### src/rtl/gauss_frame_scheduler.sv
`default_nettype none
// ============================================================================
// gauss_frame_scheduler - paces one frame through the Gaussian filter (pad, flush, reset).
// Optional macro GAUSS_SCHED_ERR_EN adds a sticky err output.  Revision: 1.0
// ============================================================================
module gauss_frame_scheduler #(
  parameter int ROW_W     = 400,
  parameter int ROWS      = 300,
  parameter int PAD_LEN   = 2,
  parameter int FLUSH_LEN = 804,
  parameter int FILT_LAT  = 11,
  parameter int RST_LEN   = 4
) (
  input  logic       clk,
  input  logic       rst_n,
  input  logic       start,
  input  logic       src_valid,
  input  logic [7:0] src_din,
  output logic       src_rd_en,
  output logic [7:0] filt_din,
  output logic       filt_en,
  output logic       filt_rst,
  input  logic       dst_full,
  output logic       dst_wr_en,
  output logic       busy,
  output logic       frame_done,
  output logic [8:0] row_idx
`ifdef GAUSS_SCHED_ERR_EN
  ,
  output logic       err
`endif
);

  localparam int COL_W   = ($clog2(ROW_W + 1) > 9) ? $clog2(ROW_W + 1) : 9;
  localparam int PAD_W   = ($clog2(PAD_LEN + 1) > 3) ? $clog2(PAD_LEN + 1) : 3;
  localparam int FLUSH_W = ($clog2(FLUSH_LEN + 1) > 10) ? $clog2(FLUSH_LEN + 1) : 10;
  localparam int PRIME_W = ($clog2(FILT_LAT + 1) > 4) ? $clog2(FILT_LAT + 1) : 4;
  localparam int RST_W   = ($clog2(RST_LEN + 1) > 3) ? $clog2(RST_LEN + 1) : 3;

  localparam logic [COL_W-1:0]   COL_LAST   = COL_W'(ROW_W - 1);
  localparam logic [8:0]         ROW_LAST   = 9'(ROWS - 1);
  localparam logic [PAD_W-1:0]   PAD_LAST   = PAD_W'(PAD_LEN - 1);
  localparam logic [FLUSH_W-1:0] FLUSH_LAST = FLUSH_W'(FLUSH_LEN - 1);
  localparam logic [PRIME_W-1:0] PRIME_FULL = PRIME_W'(FILT_LAT);
  localparam logic [RST_W-1:0]   RST_LAST   = RST_W'(RST_LEN - 1);

  typedef enum logic [2:0] {
    IDLE  = 3'd0,
    ROW   = 3'd1,
    PAD   = 3'd2,
    FLUSH = 3'd3,
    RESET = 3'd4
  } state_t;

  state_t               state;
  logic [COL_W-1:0]     col;
  logic [8:0]           row;
  logic [PAD_W-1:0]     pad_cnt;
  logic [FLUSH_W-1:0]   flush_cnt;
  logic [PRIME_W-1:0]   prime_cnt;
  logic [RST_W-1:0]     rst_cnt;
  logic                 push;

  // A push is one enabled filter cycle; dst_full always wins over src_valid.
  always_comb begin
    push = 1'b0;
    unique case (state)
      ROW:         push = src_valid & ~dst_full;
      PAD, FLUSH:  push = ~dst_full;
      default:     push = 1'b0;
    endcase
  end

  assign filt_en   = push;
  assign src_rd_en = push & (state == ROW);
  assign filt_din  = src_rd_en ? src_din : 8'd0;
  assign dst_wr_en = push & (prime_cnt == PRIME_FULL);
  assign row_idx   = row;

  always_ff @(posedge clk or negedge rst_n) begin
    if (!rst_n) begin
      state      <= IDLE;
      col        <= '0;
      row        <= '0;
      pad_cnt    <= '0;
      flush_cnt  <= '0;
      prime_cnt  <= '0;
      rst_cnt    <= '0;
      busy       <= 1'b0;
      frame_done <= 1'b0;
      filt_rst   <= 1'b1;
    end else begin
      if (push && (prime_cnt != PRIME_FULL)) begin
        prime_cnt <= prime_cnt + 1'b1;
      end
      unique case (state)
        IDLE: begin
          filt_rst   <= 1'b0;
          frame_done <= 1'b0;
          if (start) begin
            state     <= ROW;
            col       <= '0;
            row       <= '0;
            prime_cnt <= '0;
            busy      <= 1'b1;
          end
        end
        ROW: begin
          if (push) begin
            col <= col + 1'b1;
            if (col == COL_LAST) begin
              state   <= PAD;
              pad_cnt <= '0;
            end
          end
        end
        PAD: begin
          if (push) begin
            if (pad_cnt == PAD_LAST) begin
              pad_cnt <= '0;
              col     <= '0;
              if (row == ROW_LAST) begin
                state     <= FLUSH;
                flush_cnt <= '0;
              end else begin
                row   <= row + 1'b1;
                state <= ROW;
              end
            end else begin
              pad_cnt <= pad_cnt + 1'b1;
            end
          end
        end
        FLUSH: begin
          if (push) begin
            if (flush_cnt == FLUSH_LAST) begin
              state      <= RESET;
              rst_cnt    <= '0;
              filt_rst   <= 1'b1;
              frame_done <= (RST_LAST == '0);
            end else begin
              flush_cnt <= flush_cnt + 1'b1;
            end
          end
        end
        RESET: begin
          if (rst_cnt == RST_LAST) begin
            state      <= IDLE;
            filt_rst   <= 1'b0;
            frame_done <= 1'b0;
            busy       <= 1'b0;
          end else begin
            rst_cnt    <= rst_cnt + 1'b1;
            frame_done <= (RST_W'(rst_cnt + 1'b1) == RST_LAST);
          end
        end
        default: state <= IDLE;
      endcase
    end
  end

`ifdef GAUSS_SCHED_ERR_EN
  logic [9:0] wd_cnt;

  // Watchdog saturates at 1023 starved cycles; the next starved cycle flags err.
  always_ff @(posedge clk or negedge rst_n) begin
    if (!rst_n) begin
      wd_cnt <= '0;
      err    <= 1'b0;
    end else begin
      if ((state == ROW) && !src_valid) begin
        if (wd_cnt == 10'h3FF) begin
          err <= 1'b1;
        end else begin
          wd_cnt <= wd_cnt + 1'b1;
        end
      end else begin
        wd_cnt <= '0;
      end
      if (start && (state != IDLE)) begin
        err <= 1'b1;
      end
    end
  end
`endif

endmodule
`default_nettype wire

### config.mk
export PLATFORM = sky130hd
export DESIGN_NAME = gauss_frame_scheduler
export DESIGN_NICKNAME = d
export VERILOG_FILES = /design/src/rtl/gauss_frame_scheduler.sv
export SDC_FILE = /design/constraint.sdc
export NUM_CORES = 1
export LEC_CHECK = 0
export ABC_AREA = 0
export CORE_MARGIN = 2
export CORE_UTILIZATION = 55
export CTS_CLUSTER_SIZE = 40
export DETAILED_ROUTE_END_ITERATION = 10
export GPL_ROUTABILITY_DRIVEN = 0
export PLACE_DENSITY = 0.92
export SLEW_MARGIN = 5
export SYNTH_ARGS = -nofsm -noshare
export SYNTH_HDL_FRONTEND = slang
export SYNTH_SLANG_ARGS = --single-unit
export TNS_END_PERCENT = 1
### constraint.sdc
create_clock -name clk -period 2.8 [get_ports clk]
set_input_delay 0.7 -clock clk [delete_from_list [all_inputs] [get_ports clk]]
set_output_delay 0.7 -clock clk [all_outputs]
set_load 0.01 [all_outputs]
==> reports/metrics.cfg <==
[pwr]
seqPwrFrac_pct = 43.6
p_int_uw = 1200
vdd_drop_max_uv = 358
switchingPower_uw = 524
p_sw_share_pct = 30.4
comb_power_share_pct = 25.6
p_per_area_mw_per_mm2 = 535
p_leak_uw = 0.00141
clkPwrFrac_pct = 30.8

[sta]
timing.final.crit_share_pct = 95.9
drv_slew = 0
rsz0062_at_grt = no
relSlewSlack_pct = 35.3
worst_pin_slew_ps = 970
setup_tns_ps = 0
fmax_mhz = 372
skew_ps = 13.0
setup_slack_ps = 115
fin_crit_ps = 2680
final_hold_viol_count = 0
setup_viol = 0

[synth]
synth_nets = 303
synth-warning-count = 0
post-synth-top-count-cell = dfrtp_1
synth_top_area_share_pct = 40.9
ys.flop_type = dfrtp_1
yosys.area.top_type = dfrtp_1
synthTopCellsByCount = 43 x dfrtp_1, 30 x nand2_1, 18 x a21oi_1, 14 x o21ai_0
syn_avg_cell_area_um2 = 9.30
ys_types = 55
ys_seq_area_share_pct = 41.9
ys_async_sr_fraction_pct = 100
synth_area_mm2 = 0.00263
synth_edf_count = 0
ys_ff_latch = 44
synth_area_leaders = dfrtp_1 41%, nand2_1 4.3%, a21oi_1 3.4%
syn_inst = 283

[setup_path]
critical_path_class = reg -> out
cp_max_fo = 10
cp-end-kind = output pin
regToRegSetupSlack_ps = 640
arrival_ps = 1980
worstPathRequired_ps = 2100
worst_setup_path_start_kind = flip-flop

[floorplan]
io_pins = 36
core_area_mm2 = 0.00466
start_util_pct = 56.5
rows = 25
die_h_um = 73.2
die_w_um = 73.2
die-area_mm2 = 0.00535

[detailed_routing]
wl_mm = 6.06
drt_iter0_markers = 172
dr_total_vias = 2397
antenna_left = 0
post_drt_wl_per_cell_um = 15.8
drtPass1Iterations = 5
drc_errors = 0
viasPerCell = 6.24

[clock_network]
postCtsHoldBufs = 0
path_clk_slew_ps = 90
cts_resized = 6
clock-sinks = 44
clock_path_buffers = 2
clkLatencyLatePin_ps = 300
cts_tree = yes
numCtsBuffers = 5
cts-root-buf = clkbuf_8
htree_num_levels = 2
post_cts_buffers = 0

[global_routing]
track_usage_pct = 24.2
antenna_found_initial = 0
grt_first_pass_wirelength_mm = 10.1
overflow = 0
grt_max_degree = 45
grt_pass1_vias = 2213

[outcome]
outcome = finished clean

[placed_design]
place_ws_ps = -146
hpwlAfterDp_mm = 4.33
postPlaceCellArea_mm2 = 0.00309
port_buffers = 35

[layout]
synthToLayoutAreaGrowth_pct = 22.5
layout-drive-gt1-share_pct = 11.2
finalNetCount = 349
fillCellCount = 332
n_antenna_cell = 0
final_area_mm2 = 0.00322

[min_path]
hp-class = reg -> reg

[job]
maxCapViolations = 0

[worst paths after layout]
path	startpoint	end	depth (start not counted)
max	state[0]	filt_din[1]	5
min	filt_rst	filt_rst	1
max reg2reg	state[1]	row_idx[0]	6
min reg2reg	filt_rst	filt_rst	1
max in group asynchronous	rst_n	prime_cnt[1]	1
min in group asynchronous	rst_n	row_idx[4]	1
[cell families (layout without fill, tap and decap cells)]
| kind of cell | Yosys count | in the layout | synth area share (%) |
|---|---|---|---|
| buffers and inverters | 19 | 66 | 3.47 |
| XOR/XNOR | 3 | 3 | 0.999 |
| flip-flops | 44 | 44 | 41.9 |
| adder cells (fa/ha/maj) | 7 | 7 | 3.33 |
| AO/OA/AOI/OAI | 77 | 77 | 19.8 |
| AND/OR/NAND/NOR | 129 | 129 | 29.0 |
| multiplexers | 4 | 4 | 1.52 |
[layout by cell type (no fill, tap or decap), types with 4 or more instances in the layout]
master / count
clkdlybuf4s50_1: 30
o31ai_1: 11
buf_4: 14
a21oi_1: 18
nand3_1: 13
nand4_1: 7
nand2_1: 30
nor2_1: 13
clkbuf_8: 7
mux2i_1: 4
inv_1: 8
or4_1: 6
o22a_1: 4
o21a_1: 5
o21ai_0: 14
nor3_1: 5
a31oi_1: 6
dlygate4sd2_1: 4
dfrtp_1: 43
and2_1: 10
ha_1: 7
and3_1: 9
nand2b_1: 7
[state kept, by name (all words and copies together) (netlist names)]
name,flops
flush_cnt,10
col,9
row_idx,9
prime_cnt,4
pad_cnt,3
rst_cnt,3
state,3
busy,1
filt_rst,1
frame_done,1
[stage by stage]
step / std cells / utilization [%] / total power (uW) / hold WS, ps
3_5_place_dp: 376 / 66.3 / 1190 / 495
6_report: 384 / 69.2 / 1720 / 522
3_3_place_gp: 376 / 66.3 / 1170 / 481
2_1_floorplan: 283 / - / 1020 / 404
5_1_grt: 384 / 69.2 / 1810 / 536
4_1_cts: 384 / 69.2 / 1720 / 524
[power groups by stage]
stage / clock (uW) / sequential [uW] / combinational, uW
5_1_grt: 568 / 762 / 484
2_1_floorplan: 0 / 745 / 276
4_1_cts: 538 / 748 / 439
3_5_place_dp: 0 / 760 / 431
3_3_place_gp: 0 / 755 / 416
6_report: 531 / 751 / 442
[final cells by class]
class	instances	area, um^2	area share, %
Timing Repair Buffer	49	445	13.8
Clock inverter	1	30.0	0.931
Multi-Input combinational cell	220	1450	44.9
Sequential cell	44	1100	34.2
Clock buffer	7	96.3	2.99
Inverter	9	36.3	1.13
Tap cell	54	67.6	2.10
[worst max-delay path: stages, from the launching register on]
cell and delay (ps):
dfrtp_1 480, nor3b_2 320, nand3b_4 130, inv_4 100, and2_1 120, clkdlybuf4s50_1 530
[layer usage]
| layer | global-route usage [%] | vias to the layer above | wire length (um) |
|---|---|---|---|
| met2 | 39.2 | 93 | 3010 |
| met4 | 9.05 | 0 | 125 |
| met3 | 4.42 | 13 | 300 |
| met5 | 0 | - | 0 |
| li1 | - | 1156 | - |
| met1 | 32.3 | 1135 | 2630 |
No activity file was read; power rests on OpenSTA's default activity.
